**src/rtl/load_aligner.sv**
```systemverilog
// Load-path aligner: one load request -> one or two aligned bus reads -> extracted, extended result.
// Latency: aligned zero-wait load responds 2 cycles after accept, a split load 3 cycles after accept.
// Backpressure: req_ready only in IDLE; bus_rd held until bus_ack; resp_valid/data held until resp_ready.
module load_aligner #(
  parameter int XLEN             = 32,
  parameter bit SPLIT_MISALIGNED = 1'b1
) (
  input  logic            clk,
  input  logic            rst,
  input  logic            req_valid,
  output logic            req_ready,
  input  logic [XLEN-1:0] req_addr,
  input  logic [1:0]      req_size,
  input  logic            req_se,
  output logic            bus_rd,
  output logic [XLEN-1:0] bus_addr,
  input  logic            bus_ack,
  input  logic [XLEN-1:0] bus_rdata,
  output logic            resp_valid,
  input  logic            resp_ready,
  output logic [XLEN-1:0] resp_data,
  output logic            resp_err
);

  localparam int BYTES = XLEN / 8;
  localparam int OFS_W = $clog2(BYTES);
  // Wide enough to hold ofs + n without overflow (max 2*BYTES-1).
  localparam int CNT_W = OFS_W + 2;

  typedef enum logic [1:0] {IDLE, RD0, RD1, RESP} state_t;

  // Access size in bytes; size 11 is a 32-bit word, size 00 is the full XLEN.
  function automatic logic [CNT_W-1:0] size_bytes(input logic [1:0] size);
    logic [CNT_W-1:0] n;
    case (size)
      2'b01:   n = CNT_W'(1);
      2'b10:   n = CNT_W'(2);
      2'b11:   n = CNT_W'(4);
      default: n = CNT_W'(BYTES);
    endcase
    return n;
  endfunction

  // Shift the addressed bytes down from the {hi,lo} pair, then sign- or zero-fill above the access width.
  function automatic logic [XLEN-1:0] extract(input logic [2*XLEN-1:0] pair,
                                              input logic [OFS_W-1:0]  ofs,
                                              input logic [1:0]        size,
                                              input logic              se);
    logic [XLEN-1:0]  raw;
    logic [XLEN-1:0]  mask;
    logic [CNT_W-1:0] n;
    logic             sign;
    raw  = XLEN'(pair >> {ofs, 3'b000});
    n    = size_bytes(size);
    mask = '1;
    sign = 1'b0;
    if (n == CNT_W'(1)) begin
      mask = XLEN'(8'hFF);
      sign = raw[7];
    end else if (n == CNT_W'(2)) begin
      mask = XLEN'(16'hFFFF);
      sign = raw[15];
    end else if (n < CNT_W'(BYTES)) begin
      // Only reachable for a 32-bit word inside a wider XLEN.
      mask = XLEN'(32'hFFFF_FFFF);
      sign = raw[31];
    end
    return (raw & mask) | ((se && sign) ? ~mask : '0);
  endfunction

  state_t            state_q, state_d;
  logic              req_ready_q, req_ready_d;
  logic              bus_rd_q, bus_rd_d;
  logic [XLEN-1:0]   bus_addr_q, bus_addr_d;
  logic              resp_valid_q, resp_valid_d;
  logic [XLEN-1:0]   resp_data_q, resp_data_d;
  logic              resp_err_q, resp_err_d;
  logic [XLEN-1:0]   lo_q, lo_d;
  logic [OFS_W-1:0]  ofs_q, ofs_d;
  logic [1:0]        size_q, size_d;
  logic              se_q, se_d;
  logic              cross_q, cross_d;

  logic [OFS_W-1:0]  req_ofs;
  logic              req_cross;

  // Offset and word-crossing test for the incoming request.
  always_comb begin
    req_ofs   = req_addr[OFS_W-1:0];
    req_cross = (CNT_W'(req_ofs) + size_bytes(req_size)) > CNT_W'(BYTES);
  end

  // Next-state and next-output logic for the IDLE/RD0/RD1/RESP sequencer.
  always_comb begin
    state_d      = state_q;
    bus_rd_d     = bus_rd_q;
    bus_addr_d   = bus_addr_q;
    resp_valid_d = resp_valid_q;
    resp_data_d  = resp_data_q;
    resp_err_d   = resp_err_q;
    lo_d         = lo_q;
    ofs_d        = ofs_q;
    size_d       = size_q;
    se_d         = se_q;
    cross_d      = cross_q;
    case (state_q)
      IDLE: begin
        if (req_valid && req_ready_q) begin
          ofs_d   = req_ofs;
          size_d  = req_size;
          se_d    = req_se;
          cross_d = req_cross;
          if (req_cross && !SPLIT_MISALIGNED) begin
            // Misaligned access with splitting disabled: report error, never touch the bus.
            state_d      = RESP;
            resp_valid_d = 1'b1;
            resp_err_d   = 1'b1;
            resp_data_d  = '0;
          end else begin
            state_d    = RD0;
            bus_rd_d   = 1'b1;
            bus_addr_d = req_addr & ~XLEN'(BYTES - 1);
          end
        end
      end
      RD0: begin
        if (bus_ack) begin
          lo_d = bus_rdata;
          if (cross_q) begin
            // Keep the strobe up and move to the next word; wraps naturally at the top of memory.
            state_d    = RD1;
            bus_addr_d = bus_addr_q + XLEN'(BYTES);
          end else begin
            state_d      = RESP;
            bus_rd_d     = 1'b0;
            resp_valid_d = 1'b1;
            resp_err_d   = 1'b0;
            resp_data_d  = extract({{XLEN{1'b0}}, bus_rdata}, ofs_q, size_q, se_q);
          end
        end
      end
      RD1: begin
        if (bus_ack) begin
          state_d      = RESP;
          bus_rd_d     = 1'b0;
          resp_valid_d = 1'b1;
          resp_err_d   = 1'b0;
          resp_data_d  = extract({bus_rdata, lo_q}, ofs_q, size_q, se_q);
        end
      end
      RESP: begin
        if (resp_ready) begin
          state_d      = IDLE;
          resp_valid_d = 1'b0;
        end
      end
      default: state_d = IDLE;
    endcase
    req_ready_d = (state_d == IDLE);
  end

  // State and registered outputs; reset aborts any bus cycle immediately.
  always_ff @(posedge clk or posedge rst) begin
    if (rst) begin
      state_q      <= IDLE;
      req_ready_q  <= 1'b1;
      bus_rd_q     <= 1'b0;
      bus_addr_q   <= '0;
      resp_valid_q <= 1'b0;
      resp_data_q  <= '0;
      resp_err_q   <= 1'b0;
      lo_q         <= '0;
      ofs_q        <= '0;
      size_q       <= '0;
      se_q         <= 1'b0;
      cross_q      <= 1'b0;
    end else begin
      state_q      <= state_d;
      req_ready_q  <= req_ready_d;
      bus_rd_q     <= bus_rd_d;
      bus_addr_q   <= bus_addr_d;
      resp_valid_q <= resp_valid_d;
      resp_data_q  <= resp_data_d;
      resp_err_q   <= resp_err_d;
      lo_q         <= lo_d;
      ofs_q        <= ofs_d;
      size_q       <= size_d;
      se_q         <= se_d;
      cross_q      <= cross_d;
    end
  end

  assign req_ready  = req_ready_q;
  assign bus_rd     = bus_rd_q;
  assign bus_addr   = bus_addr_q;
  assign resp_valid = resp_valid_q;
  assign resp_data  = resp_data_q;
  assign resp_err   = resp_err_q;

endmodule

```
**config.mk**
```make
export PLATFORM = sky130hd
export DESIGN_NAME = load_aligner
export DESIGN_NICKNAME = d
export VERILOG_FILES = /design/src/rtl/load_aligner.sv
export SDC_FILE = /design/constraint.sdc
export NUM_CORES = 1
export LEC_CHECK = 0
export BUFFER_PORTS_ARGS = -buffer_cell sky130_fd_sc_hd__buf_2
export CORE_UTILIZATION = 50
export DETAILED_ROUTE_END_ITERATION = 8
export GPL_ROUTABILITY_DRIVEN = 0
export PLACE_DENSITY = 0.74
export SKIP_LAST_GASP = 1
export SLEW_MARGIN = 15
export SYNTH_ARGS = -nofsm -noshare
export SYNTH_HDL_FRONTEND = slang
export SYNTH_SLANG_ARGS = --single-unit
```
**constraint.sdc**
```tcl
create_clock -name clk -period 4.49 [get_ports clk]
set_input_delay 0.898 -clock clk [delete_from_list [all_inputs] [get_ports clk]]
set_output_delay 0.898 -clock clk [all_outputs]
set_load 0.1 [all_outputs]
```
==> metrics.csv, run 1 <==
stage,metric,value,unit
route,WL/cell,18.67,um
global_routing,initial antenna violation count,0,
floorplanning,# IOs,140,
synthesis,Post-synth top cells,"dfrtp_1, nand2_1, a21oi_1",
route,Remaining DRCs,0,
global_routing,first-pass GRT wire length,28.18,mm
synthesis,synth warn,0,
sta,RSZ-0062 raised after global routing,no,
global_routing,grt ovf,0,
synthesis,"Async S/R FF share, synth",100.0,%
route,drt pass-1 iters,7,
placed_design,input/output buffers,136,
min_path,worst min path class,reg2reg,
sta,final hold vios,0,
clock_tree,Clock Latency Late Sink,0.36,ns
sta,Setup TNS Final,0,ns
finish,Final nets,865,
synthesis,Post-synth EDFFs,0,
route,via count,5968,
synthesis,Mapped Area,6541,um2
synthesis,Yosys top cell area share,39.79,%
placed_design,Setup WS pre-CTS,1.444,ns
sta,Final Cycle Share,69.85,%
worst_setup_path,WP data arrival,3.38,ns
worst_setup_path,CP endpoint kind,register,
synthesis,largest area contributor in the netlist,dfrtp_1,
floorplanning,Initial Util,51.62,%
finish,"Area growth, synth to finish",16.58,%
status,outcome,completed,
sta,Final Max Tran Viols,0,
sta,worst-margin pin slew,1.019,ns
worst_setup_path,Required @ worst endpoint,4.74,ns
job,max_cap viols,0,
sta,setup violators final,0,
synthesis,Synth Register Bits,105,
clock_tree,CTS root buffer,clkbuf_16,
route,DR vias/cell,6.236,
synthesis,synth top area cells,"dfrtp_1, mux2_2, mux4_2, a21oi_1, nand2_1",
global_routing,largest net degree at the start of global routing,87,
synthesis,sequential element share of the synthesized area,40.19,%
floorplanning,die span in x,116.4,um
floorplanning,std cell rows,41,
worst_setup_path,Crit Path Max Fanout,25,
placed_design,Detail Placement HPWL,12.50,mm
clock_tree,setup bufs post-CTS,0,
worst_setup_path,critical path type,reg2reg,
sta,Peak Freq,318.8,MHz
sta,clock skew,0.007626,ns
sta,post-route setup slack,1.354,ns
synthesis,Synth cell types,58,
clock_tree,"Reg clk slew, reported paths",0.07,ns
clock_tree,htree depth,3,
clock_tree,Max Root-Sink Buffers,2,
synthesis,syn avg cell area,9.705,um2
route,drt total wl,17.87,mm
route,Final ANT Viol Nets,0,
clock_tree,PostCTS Resize Cnt,0,
route,DRT iter0 DRCs,400,
clock_tree,CTS Buf Count,9,
floorplanning,core footprint,12670,um2
finish,Util after Layout,60.19,%
clock_tree,CTS tree,done,
synthesis,"Top FF cell, synth",dfrtp_1,
finish,diode count,0,
sta,Max-Slew Margin vs Limit,31.68,%
clock_tree,CTS sink cnt,105,
finish,share of layout cells above drive strength 1,30.45,%
sta,min cycle time layout,3.136,ns
worst_setup_path,crit path launch type,register,
clock_tree,hold buffer count at CTS,0,
floorplanning,die height,116.4,um
floorplanning,die area,13540,um2
global_routing,overall routing resource usage,27.04,%
global_routing,number of global-route vias before repair,5545,
synthesis,"count leader, synth",dfrtp_1,
synthesis,Cells after Synth,674,
worst max-delay path, stage by stage, from the launching register on:
cell      delay (ns)
dfrtp_1         0.43
inv_1           0.15
ha_1            0.54
inv_1           0.37
mux2i_1         0.22
and2_1          0.52
buf_4           0.38
o22ai_1         0.12
a211oi_1        0.29
stage by stage:
step           hold slack, ns  cells  cell area, um2
2_1_floorplan          0.4747    676            6549
3_3_place_gp           0.4880    941            7283
3_5_place_dp           0.4934    941            7283
4_1_cts                0.5080    957            7624
5_1_grt                0.5148    957            7626
6_report               0.5084    957            7626
cells by family (layout without fill, tap and decap cells):
kind of cell / after synthesis / count (layout) / share of synthesized area (%)
AOI/OAI and AO/OA: 201 / 201 / 19.80
muxes: 85 / 85 / 17.29
DFF: 105 / 105 / 40.19
xor gates and xnor gates: 1 / 1 / 0.1339
and+or+nand+nor: 199 / 199 / 15.32
adders and majority gates: 13 / 13 / 2.601
other: 1 / 3 / 0.05733
buffers and inverters: 69 / 178 / 4.610
routing by layer:
layer	wire, um	GRT usage, %	part of all wire (%)
met1	7678	36.10	43
met2	8754	44.46	49
met4	514	11.37	2.9
met5	0	0	0
met3	920	3.529	5.1
path summary, 6_finish.rpt:
check                      slack, ns  cells after the start             to  startpoint
max in group asynchronous       2.92                      3      req_ready         rst
min                             0.51                      1        lo_q[3]     lo_q[3]
max reg2reg                     1.35                      8  resp_data[18]  state_q[0]
min reg2reg                     0.51                      1        lo_q[3]     lo_q[3]
max                             1.35                      8  resp_data[18]  state_q[0]
min in group asynchronous       0.70                      2        lo_q[4]         rst
cell type report:
class                   count  area (um2)
repair buffers            144       740.7
clock inverters             4       73.82
clock buffers              12       266.5
inverters                  18       72.57
fillers                  1129        5045
well taps                 172       215.2
multi-input cells         502        3626
flip-flops and latches    105        2631
placed cells by master, fill, tap and decap left out, types with 2 or more instances in the layout:
cell / instances
a211oi_1: 32
a21boi_0: 2
a21oi_1: 53
a2bb2oi_1: 13
a31oi_1: 8
a32oi_1: 3
and2_1: 4
and3_1: 2
and4_1: 2
buf_2: 136
buf_4: 8
bufinv_16: 2
clkbuf_16: 9
clkbuf_8: 3
conb_1: 3
dfrtp_1: 102
dfrtp_2: 2
ha_1: 11
inv_1: 17
mux2_2: 44
mux2i_1: 23
mux4_2: 18
nand2_1: 68
nand2b_1: 3
nand3_1: 19
nand4_1: 16
nand4_2: 2
nor2_1: 37
nor2b_1: 21
nor3_1: 11
nor3_2: 2
nor3b_1: 2
nor4_1: 2
o211ai_1: 10
o21ai_0: 33
o22ai_1: 34
o31ai_1: 2
registers in the layout, summed over array words and instances (netlist names):
signal      count
se_q            1
size_q          2
ofs_q           2
state_q         2
req_ready       1
resp_valid      1
bus_addr       30
cross_q         1
lo_q           32
resp_data      32
bus_rd          1
Power of run 1 is left out: the tool's default activity adds up to more than one toggle a clock period on the data nets, which glitch-free logic cannot reach.
==> run 2, diff against run 1 <==
- ABC_AREA: unset -> 1
- PLACE_DENSITY: 0.74 -> 0.76
- clock period: 4.49 -> 2.5 ns (I/O delays scaled with it)
==> run 2 against run 1 <==
  * Synthesized cell count rose by 61%
  * Die area rose by 9.2%
  * Hold slack got worse by 0.31 ns
  * Global-route usage up 1.9 points
  * Area after synthesis grew 9.4%
  * Critical path depth is 1 higher
  * Final cell count rose by 43%
  * Clock skew is 0.0011 ns higher
  * Maximum frequency increased by 56%
  * Via count up 26%
  * Sequential share of layout area fell by 2.7 points
  * Critical path type unchanged
  * Highest routed layer unchanged
==> metrics.csv, run 2 <==
stage,metric,value,unit
global_routing,first-pass GRT wire length,33.62,mm
synthesis,"Async S/R FF share, synth",100.0,%
sta,Setup TNS Final,0,ns
job,max_cap viols,0,
synthesis,Post-synth top cells,"nand2_1, o21ai_0, dfrtp_1",
worst_setup_path,RR Startpoint,size_q[0],
placed_design,placed insts,1357,
finish,"leading cell types in the layout, fill and taps excluded","nand2_1, buf_2, o21ai_0, dfrtp_1, inv_1",
global_routing,number of global-route vias before repair,6861,
clock_tree,CTS root buffer,clkbuf_16,
worst_setup_path,CP endpoint kind,register,
sta,RSZ-0062 raised after global routing,no,
clock_tree,Max Root-Sink Buffers,2,
worst_setup_path,WP buf/inv,3,
synthesis,syn avg cell area,6.611,um2
sta,final hold vios,0,
synthesis,Synth cell types,44,
floorplanning,die height,121.6,um
finish,"non-filler cells, final",1373,
sta,Max-Slew Margin vs Limit,57.39,%
synthesis,synth warn,0,
synthesis,Yosys top cell area share,36.38,%
route,Final ANT Viol Nets,0,
clock_tree,"Reg clk slew, reported paths",0.08,ns
synthesis,"count leader, synth",nand2_1,
global_routing,grt ovf,0,
floorplanning,die span in x,121.6,um
placed_design,Detail Placement HPWL,15.09,mm
floorplanning,core footprint,13930,um2
worst_setup_path,FF-to-FF setup slack,0.49,ns
floorplanning,# IOs,140,
finish,Final nets,1273,
synthesis,Post-synth EDFFs,0,
sta,setup violators final,0,
sta,min cycle time layout,2.011,ns
synthesis,"Top FF cell, synth",dfrtp_1,
synthesis,Mapped Area,7153,um2
global_routing,overall routing resource usage,28.92,%
floorplanning,std cell rows,43,
worst_setup_path,family with the most delay on the worst path,buffers and inverters,
route,DRT iter0 DRCs,801,
synthesis,synth top area cells,"dfrtp_1, nand2_1, o21ai_0, nand3_1, inv_1",
clock_tree,PostCTS Resize Cnt,0,
clock_tree,setup bufs post-CTS,0,
synthesis,sequential element share of the synthesized area,36.75,%
route,Remaining DRCs,0,
worst_setup_path,Critical-path top delay cell,a221oi_1,
clock_tree,Clock Latency Late Sink,0.36,ns
worst_setup_path,Required @ worst endpoint,2.75,ns
route,via count,7526,
route,drt total wl,20.65,mm
worst_setup_path,CP most frequent cell,nand2_1,
worst_setup_path,Worst Reg-to-Reg Cells,9,
clock_tree,CTS Buf Count,9,
sta,worst-margin pin slew,0.6367,ns
floorplanning,die area,14790,um2
placed_design,input/output buffers,136,
sta,clock skew,0.008677,ns
worst_setup_path,Worst R2R End,resp_data[16],
sta,Final Cycle Share,80.43,%
sta,Peak Freq,497.3,MHz
status,outcome,completed,
global_routing,largest net degree at the start of global routing,89,
finish,share of layout cells above drive strength 1,16.35,%
route,drt pass-1 iters,5,
finish,diode count,0,
floorplanning,Initial Util,51.33,%
finish,"Area growth, synth to finish",15.45,%
worst_setup_path,Worst path max stage delay,0.41,ns
route,WL/cell,15.04,um
clock_tree,hold buffer count at CTS,0,
worst_setup_path,worst-path cell chain,inv_1 -> ha_1 -> inv_1 -> nor2_1 -> buf_4 -> a221oi_1 -> nand2_1 -> nand2_1 -> nand2_1,
worst_setup_path,WP data arrival,2.26,ns
synthesis,Cells after Synth,1082,
worst_setup_path,crit path launch type,register,
clock_tree,CTS tree,done,
worst_setup_path,critical path type,reg2reg,
clock_tree,CTS sink cnt,105,
clock_tree,htree depth,3,
sta,Final Max Tran Viols,0,
synthesis,Synth Register Bits,105,
route,DR vias/cell,5.481,
worst_setup_path,Crit Path Max Fanout,22,
global_routing,initial antenna violation count,0,
min_path,worst min path class,in2async,
finish,"most common cell after layout, fill and taps aside",nand2_1,
synthesis,largest area contributor in the netlist,dfrtp_1,
## run 2: changes by cell type in the layout (fill, tap and decap cells not counted), moves of 25 or more
cell      previous run  this run
nand3_1             19        88
mux2_2              44         0
inv_1               17        97
nand2_1             68       348
o21ai_0             33       126
a211oi_1            32         7
nor2_1              37        94
## run 2: cell families after synthesis
family	count (synthesis)	synth area share (%)
flip-flops	105	36.75
AND/OR/NAND/NOR	575	33.44
adder cells (fa/ha/maj)	13	2.379
AO/OA/AOI/OAI	215	16.74
XOR/XNOR	5	0.6122
buffers and inverters	168	10.02
other	1	0.05242
## run 2: area by class of cell
type / count / area [um2]
clock buffers: 9 / 225.2
clock inverters: 7 / 101.3
fillers: 1356 / 5677
inverters: 103 / 390.4
multi-input cells: 811 / 3815
flip-flops and latches: 105 / 2630
well taps: 180 / 225.2
repair buffers: 158 / 870.8
## run 2: per-stage QoR
step                      hold WS (ns)  util (%)  worst slack, ns  instance area (um2)
after floorplan                 0.4492         -           0.1766                 7164
after global placement          0.4607     56.92           0.5165                 7931
after detailed placement        0.4598     56.92           0.4662                 7931
after CTS                       0.2208     59.26           0.5308                 8258
after global routing            0.2532     59.26           0.3106                 8258
final                           0.2002     59.26           0.4893                 8258
## run 2: per-layer routing
layer  track usage (%)  vias up  share of wire, %
met2             46.98      301                47
met5                 0        -                 0
li1                  -     3727                 -
met3             4.822       39               6.6
met4             10.26        0               2.4
met1             38.87     3459                44
## run 2: how the worst max path moves through the flow
| stage | startpoint | endpoint | slack, ns | cells past startpoint |
|---|---|---|---|---|
| 2_1_floorplan | bus_addr[2] | bus_addr[18] | 0.18 | 10 |
| 3_3_place_gp | req_size[1] | cross_q | 0.52 | 10 |
| 3_5_place_dp | req_size[1] | cross_q | 0.47 | 10 |
| 4_1_cts | size_q[0] | resp_data[20] | 0.53 | 9 |
| 5_1_grt | size_q[0] | resp_data[29] | 0.31 | 11 |
| 6_report | size_q[0] | resp_data[16] | 0.49 | 9 |
Power of run 2 is left out for the same reason.
